--- src/rtl/r_pipeline_cpu.sv ---
// Five-stage R-type-only MIPS datapath; the PC lives outside and Output_Addr = Input_Addr + 4.
// A fetched instruction writes R[rd] four edges after its fetch edge; no forwarding, no stalls.

module Instr_Memory #(
  parameter int INSTR_BYTES = 128
) (
  input  logic [31:0] addr_i,
  output logic [31:0] instr_o
);
  localparam int AW = $clog2(INSTR_BYTES);

  logic [7:0] InstrMem [0:INSTR_BYTES-1];

  // Bytes past the end of the array read as zero, so stray fetches decode as nops.
  function automatic logic [7:0] read_byte(input logic [31:0] a);
    return (a < 32'(INSTR_BYTES)) ? InstrMem[a[AW-1:0]] : 8'h00;
  endfunction

  assign instr_o = {read_byte(addr_i), read_byte(addr_i + 32'd1),
                    read_byte(addr_i + 32'd2), read_byte(addr_i + 32'd3)};
endmodule

module Register_File #(
  parameter int REG_COUNT = 32
) (
  input  logic        clk,
  input  logic        we_i,
  input  logic [4:0]  waddr_i,
  input  logic [31:0] wdata_i,
  input  logic [4:0]  raddr_a_i,
  input  logic [4:0]  raddr_b_i,
  output logic [31:0] rdata_a_o,
  output logic [31:0] rdata_b_o
);
  logic [31:0] R [0:REG_COUNT-1];

  always_ff @(posedge clk) begin
    if (we_i && waddr_i != 5'd0) begin
      R[waddr_i] <= wdata_i;
    end
  end

  // Write-before-read: a same-cycle write is bypassed onto the read port.
  function automatic logic [31:0] read_port(input logic [4:0] a);
    if (a == 5'd0) return 32'd0;
    if (we_i && a == waddr_i) return wdata_i;
    return R[a];
  endfunction

  assign rdata_a_o = read_port(raddr_a_i);
  assign rdata_b_o = read_port(raddr_b_i);
endmodule

module r_pipeline_cpu #(
  parameter int INSTR_BYTES = 128,
  parameter int REG_COUNT   = 32
) (
  input  logic        clk,
  input  logic        rst,
  input  logic [31:0] Input_Addr,
  output logic [31:0] Output_Addr
);
  typedef struct packed {
    logic        reg_write;
    logic [4:0]  rd;
    logic [4:0]  shamt;
    logic [5:0]  funct;
    logic [31:0] a;
    logic [31:0] b;
  } idex_t;

  typedef struct packed {
    logic        reg_write;
    logic [4:0]  rd;
    logic [31:0] result;
  } wb_t;

  logic [31:0] fetch_instr;
  logic [31:0] ifid_q, ifid_d;
  idex_t       idex_q, idex_d;
  wb_t         exmem_q, exmem_d;
  wb_t         memwb_q, memwb_d;
  logic [31:0] rs_val, rt_val;
  logic        supported;
  logic        rf_we;

  assign Output_Addr = Input_Addr + 32'd4;

  Instr_Memory #(.INSTR_BYTES(INSTR_BYTES)) Instr_Memory (
    .addr_i  (Input_Addr),
    .instr_o (fetch_instr)
  );

  // A reset edge also suppresses the write-back of whatever sits in MEM/WB.
  assign rf_we = memwb_q.reg_write & ~rst;

  Register_File #(.REG_COUNT(REG_COUNT)) Register_File (
    .clk       (clk),
    .we_i      (rf_we),
    .waddr_i   (memwb_q.rd),
    .wdata_i   (memwb_q.result),
    .raddr_a_i (ifid_q[25:21]),
    .raddr_b_i (ifid_q[20:16]),
    .rdata_a_o (rs_val),
    .rdata_b_o (rt_val)
  );

  always_comb begin
    supported = 1'b0;
    case (ifid_q[5:0])
      6'h20, 6'h22, 6'h24, 6'h25, 6'h2A, 6'h00, 6'h02: supported = 1'b1;
      default: supported = 1'b0;
    endcase

    ifid_d           = fetch_instr;
    idex_d           = '0;
    idex_d.reg_write = (ifid_q[31:26] == 6'd0) && supported;
    idex_d.rd        = ifid_q[15:11];
    idex_d.shamt     = ifid_q[10:6];
    idex_d.funct     = ifid_q[5:0];
    idex_d.a         = rs_val;
    idex_d.b         = rt_val;

    exmem_d           = '0;
    exmem_d.reg_write = idex_q.reg_write;
    exmem_d.rd        = idex_q.rd;
    case (idex_q.funct)
      6'h20:   exmem_d.result = idex_q.a + idex_q.b;
      6'h22:   exmem_d.result = idex_q.a - idex_q.b;
      6'h24:   exmem_d.result = idex_q.a & idex_q.b;
      6'h25:   exmem_d.result = idex_q.a | idex_q.b;
      6'h2A:   exmem_d.result = {31'd0, $signed(idex_q.a) < $signed(idex_q.b)};
      6'h00:   exmem_d.result = idex_q.b << idex_q.shamt;
      6'h02:   exmem_d.result = idex_q.b >> idex_q.shamt;
      default: exmem_d.result = 32'd0;
    endcase

    memwb_d = exmem_q;
  end

  always_ff @(posedge clk) begin
    if (rst) begin
      ifid_q  <= '0;
      idex_q  <= '0;
      exmem_q <= '0;
      memwb_q <= '0;
    end else begin
      ifid_q  <= ifid_d;
      idex_q  <= idex_d;
      exmem_q <= exmem_d;
      memwb_q <= memwb_d;
    end
  end
endmodule

--- config.mk ---
export PLATFORM = sky130hd
export DESIGN_NAME = r_pipeline_cpu
export DESIGN_NICKNAME = d
export VERILOG_FILES = /design/src/rtl/r_pipeline_cpu.sv
export SDC_FILE = /design/constraint.sdc
export NUM_CORES = 1
export LEC_CHECK = 0
export ABC_AREA = 1
export BUFFER_PORTS_ARGS = -buffer_cell sky130_fd_sc_hd__buf_2
export CAP_MARGIN = 20
export CORE_MARGIN = 2
export CORE_UTILIZATION = 47
export DETAILED_ROUTE_END_ITERATION = 10
export GPL_ROUTABILITY_DRIVEN = 0
export GPL_TIMING_DRIVEN = 1
export PLACE_DENSITY = 0.91
export REMOVE_ABC_BUFFERS = 1
export SLEW_MARGIN = 30
export SYNTH_ARGS = -nofsm -noshare
export SYNTH_HDL_FRONTEND = slang
export SYNTH_HIERARCHICAL = 1
export SYNTH_SLANG_ARGS = --single-unit
--- constraint.sdc ---
create_clock -name vclk -period 2.4
set_input_delay 0.24 -clock vclk [all_inputs]
set_output_delay 0.24 -clock vclk [all_outputs]
set_load 0.01 [all_outputs]
==> flow_summary.toml, run 1 <==
[setup_path]
arrival_ps = 1350
critPathKind = "in -> out"
crit_path_end_kind = "output port"
critPathMaxFanout = 3
worstPathRequired_ps = 2160
start_kind = "input pin"

[route]
route.detailed.drc = 0
dr.pass1.iters = 4
ant_nets = 0
drt-total-wl_mm = 2.45
drt_iter0_drc = 17
wl_per_cell_um = 9.42
vias_per_cell = 4.67
num_vias = 1213

[layout]
area.sequential_sq_um = 0
n_antenna_cell = 0
synthToLayoutAreaGrowth_pct = 34.8
final_layout_size_suffix_gt1_share_pct = 32.3
nets = 272
nClkBuffers = 0
seq_cell_count = 0

[sta]
rsz0062_at_grt = "no"
hold_viol_final = 0
setup_viol = 0
slew_viol_final = 0
post-route-period-util_pct = 66.2
fin_crit_ps = 1590
finalWorstSetupSlack_ps = 812
timing.fmax_mhz = 630
worst_pin_slew_ps = 267
setup_tns_ps = 0
slew_headroom_pct = 82.1

[yosys]
syn_area_sq_um = 910
ys_seq_area_share_pct = 0
ys_warn_count = 6
ys_types = 17
syn_area_per_cell_sq_um = 5.14
syn_inst = 177

[global_route]
grt_usage_pct = 21.3
grt_start_max_net_pins = 6
grt_pass1_vias = 960
grt_pass1_wl_mm = 3.64
antenna_found_initial = 0
overflow = 0

[die]
rows = 15
die_h_um = 48.0
initial_utilization_pct = 51.6
die-area_sq_um = 2300
fp.dieW_um = 48.0
pin_count = 66
core_area_sq_um = 1760

[power]
power_w = 0.000151
p_leak_nw = 0.725
irDropWorstVdd_v = 0.000106
cellPowerDensity_nw_per_um2 = 123

[cts]
cts_resized = 0
cts_hold_buf = 0
postCtsSetupRepairBufs = 0

[hold_path]
hp-class = "in -> out"

[placed_design]
place_ws_ps = 796
post-dp-hpwl_mm = 2.24
io_buffers = 60

[status]
status = "finished, final reports clean"

[run]
maxCapViolCount = 0
==> per-layer routing <==
metal | vias up | GRT usage (%) | wire length [um]
met5 | - | 0 | 0
met4 | 0 | 0.541 | 0
met3 | 0 | 1.13 | 163
met2 | 44 | 41.1 | 1170
met1 | 516 | 27.0 | 1120
li1 | 653 | - | -
==> kinds of logic after synthesis <==
group,share of synthesized area [%]
buffers and inverters,8.67
XOR/XNOR,15.3
AO/OA/AOI/OAI,0.550
adder cells (fa/ha/maj),1.38
AND/OR/NAND/NOR,74.1
==> area by class of cell <==
class / count / area (sq um)
Timing Repair Buffer: 60 / 300
Multi-Input combinational cell: 158 / 831
Inverter: 17 / 63.8
Tap cell: 25 / 31.3
Fill cell: 184 / 538
==> worst paths after layout <==
kind	slack (ps)	depth (start not counted)	end	start
worst max-delay path	810	10	Output_Addr[24]	Input_Addr[3]
worst min-delay path	480	0	Output_Addr[0]	Input_Addr[0]
==> metrics by stage <==
| step | instances | utilization [%] | hold WS [ps] | instance area (sq um) |
|---|---|---|---|---|
| after global routing | 260 | 69.5 | 480 | 1230 |
| after CTS | 260 | 69.5 | 480 | 1230 |
| after detailed placement | 260 | 69.5 | 480 | 1230 |
| after floorplan | 175 | - | 480 | 895 |
| after global placement | 260 | 69.5 | 480 | 1230 |
| final | 260 | 69.5 | 480 | 1230 |
==> power by group <==
part           total [W]  internal (W)  switching, W  leakage [nW]
clock                  0             0             0             0
sequential             0             0             0             0
combinational   0.000151     0.0000627     0.0000885         0.725
==> placed cells by master (no fill, tap or decap) <==
master,count
ha_1,1
nor2_1,30
o21ai_0,1
nand2_1,80
nand3b_1,7
nor2_2,4
xor2_1,9
nor2_8,2
xnor2_1,5
inv_1,17
and2_1,2
buf_2,60
nand2_4,3
nor2_4,5
xor2_2,1
nand2_2,1
nand3_1,7
==> synth_stat cells (2+ instances only) <==
cell,instances,share of area (%)
buf_4,2,1.7
nand3b_1,7,5.8
nor2_1,30,12
and2_1,2,1.4
nand2_1,80,33
nand2_4,3,3.7
nor2_8,2,4.4
nor2_4,5,6.2
nor2_2,4,2.8
inv_1,17,7.0
xor2_1,9,8.7
nand3_1,7,3.9
xnor2_1,5,4.8
==> critical path, cell delays in order <==
cell and delay, ps:
buf_2 110, ha_1 210, nand2_1 80, nor2_2 150
nand2_1 90, nor2_2 170, nand2_1 70, nand2_1 50
nand2_1 40, buf_2 130
No activity file was read; power rests on OpenSTA's default activity.
==> inputs of run 2 (changes only) <==
--- a/config.mk
+++ b/config.mk
@@ -5,15 +5,15 @@
 export SDC_FILE = /design/constraint.sdc
 export NUM_CORES = 1
 export LEC_CHECK = 0
-export ABC_AREA = 1
+export ABC_AREA = 0
 export BUFFER_PORTS_ARGS = -buffer_cell sky130_fd_sc_hd__buf_2
 export CAP_MARGIN = 20
 export CORE_MARGIN = 2
-export CORE_UTILIZATION = 47
+export CORE_UTILIZATION = 36
 export DETAILED_ROUTE_END_ITERATION = 10
 export GPL_ROUTABILITY_DRIVEN = 0
 export GPL_TIMING_DRIVEN = 1
-export PLACE_DENSITY = 0.91
+export PLACE_DENSITY = 0.85
 export REMOVE_ABC_BUFFERS = 1
 export SLEW_MARGIN = 30
 export SYNTH_ARGS = -nofsm -noshare
==> constraint.sdc (replaced) <==
create_clock -name vclk -period 1.47
set_input_delay 0.147 -clock vclk [all_inputs]
set_output_delay 0.147 -clock vclk [all_outputs]
set_load 0.01 [all_outputs]
==> flow_summary.toml, run 2 <==
[die]
die_h_um = 44.2
die-area_sq_um = 1950
initial_utilization_pct = 38.5
pin_count = 66
rows = 14
core_area_sq_um = 1510
fp.dieW_um = 44.2

[setup_path]
crit_buf_inv = 3
crit_path_end_kind = "output port"
critical_path.endpoint = "Output_Addr[12]"
arrival_ps = 1330
crit_start = "Input_Addr[2]"
path_cells = "buf_4, ha_4, nand3_4, buf_4, nor2_2, and4_2, xor2_1, buf_2"
start_kind = "input pin"
critPathMaxFanout = 4
cp.depth = 8
critPathKind = "in -> out"
slowest_stage = "and4_2"
critPathMaxStageDelay_ps = 250
critical_path.top_delay_family = "buffers and inverters"
worstPathRequired_ps = 1320
cpMostUsedCell = "buf_4"

[yosys]
ys_warn_count = 6
synth_top_area_share_pct = 31.7
syn_inst = 83
yosys-top-cells-area = "xnor2_1 (32%), xor2_1 (11%), nand4_1 (9.7%)"
yosysTopAreaCell = "xnor2_1"
yosysMostFrequentCell = "xnor2_1"
ys_seq_area_share_pct = 0
syn_area_per_cell_sq_um = 6.99
ys_types = 18
syn_area_sq_um = 581
synth_commonest_cells = "xnor2_1 (21), nand2_1 (10), nand3_1 (10)"

[layout]
final_core_util_pct = 76.9
nClkBuffers = 0
final_cell_mix = "buf_2 (48), xnor2_1 (21), buf_4 (20)"
seq_cell_count = 0
final_layout_size_suffix_gt1_share_pct = 56.3
design_area_sq_um = 1160
synthToLayoutAreaGrowth_pct = 99.6
n_antenna_cell = 0
fillers = 108
nets = 195
area.sequential_sq_um = 0
layout_commonest_cell = "buf_2"

[route]
drt-total-wl_mm = 2.17
route.detailed.drc = 0
drt_iter0_drc = 14
wl_per_cell_um = 12.5
num_vias = 900
ant_nets = 0
vias_per_cell = 5.17
dr.pass1.iters = 4

[global_route]
grt_pass1_wl_mm = 2.92
grt_start_max_net_pins = 9
antenna_found_initial = 0
overflow = 0
grt_use_met3_pct = 0.408
grt_pass1_vias = 772
top_usage_layer = "met2"
use_met1_pct = 18.0
use_met2_pct = 42.1
grt_usage_pct = 18.4

[power]
irDropWorstVdd_v = 0.000176
p_leak_nw = 0.547
cellPowerDensity_nw_per_um2 = 233

[hold_path]
hp-class = "in -> out"

[placed_design]
place_ws_ps = -65.9
io_buffers = 60
postPlaceCellArea_sq_um = 998
post-dp-hpwl_mm = 1.59

[sta]
hold_viol_final = 0
worst_pin_slew_ps = 309
post-route-period-util_pct = 101
timing.fmax_mhz = 675
fin_hold_ws_ps = 294
slew_viol_final = 0
setup_tns_ps = -11.8
fin_crit_ps = 1480
finalWorstSetupSlack_ps = -11.8
slew_headroom_pct = 79.3
rsz0062_at_grt = "yes"
setup_viol = 1

[status]
status = "finished, violations left"
violations = "negative setup slack"

[run]
maxCapViolCount = 0
## run 2: worst min path at each step
stage                     end  slack, ps  depth (start not counted)     startpoint
6_report       Output_Addr[0]        290                          0  Input_Addr[0]
5_1_grt        Output_Addr[0]        290                          0  Input_Addr[0]
4_1_cts        Output_Addr[0]        290                          0  Input_Addr[0]
3_5_place_dp   Output_Addr[0]        290                          0  Input_Addr[0]
3_3_place_gp   Output_Addr[0]        290                          0  Input_Addr[0]
2_1_floorplan  Output_Addr[0]        290                          0  Input_Addr[0]
## run 2: logic make-up after synthesis
kind of cell,count (synthesis),share of synthesized area (%)
AND/OR/NAND/NOR,50,51.7
adder cells (fa/ha/maj),1,2.15
buffers and inverters,4,3.88
XOR/XNOR,28,42.2
## run 2: power by group
group | total [W] | leakage (nW) | internal (W) | switching [W]
logic | 0.000270 | 0.547 | 0.000138 | 0.000132
registers | 0 | 0 | 0 | 0
clock network | 0 | 0 | 0 | 0
## run 2: layout make-up
class / instances / area (sq um) / area share (%)
inverters: 2 / 7.51 / 0.648
well taps: 16 / 20.0 / 1.73
multi-input cells: 79 / 628 / 54.2
repair buffers: 77 / 503 / 43.4
## run 2: repair_timing
action | in CTS | in global routing
gates resized for setup | 9 | 26
hold buffers | 0 | 0
pin swaps | 3 | 6
setup endpoints to repair | 9 | 10
buffers inserted | 0 | 2
cloned | 0 | 0
## run 2: per-stage QoR
stage,std cells,total power [W]
final,174,0.000270
after global routing,174,0.000291
after CTS,172,0.000237
after detailed placement,172,0.000225
after global placement,172,0.000219
after floorplan,81,0.0000874
## run 2: layer usage
| metal | up-vias | routed length (um) |
|---|---|---|
| met5 | - | 0 |
| met2 | 46 | 1110 |
| met1 | 406 | 832 |
| li1 | 446 | - |
| met3 | 2 | 199 |
| met4 | 0 | 24 |
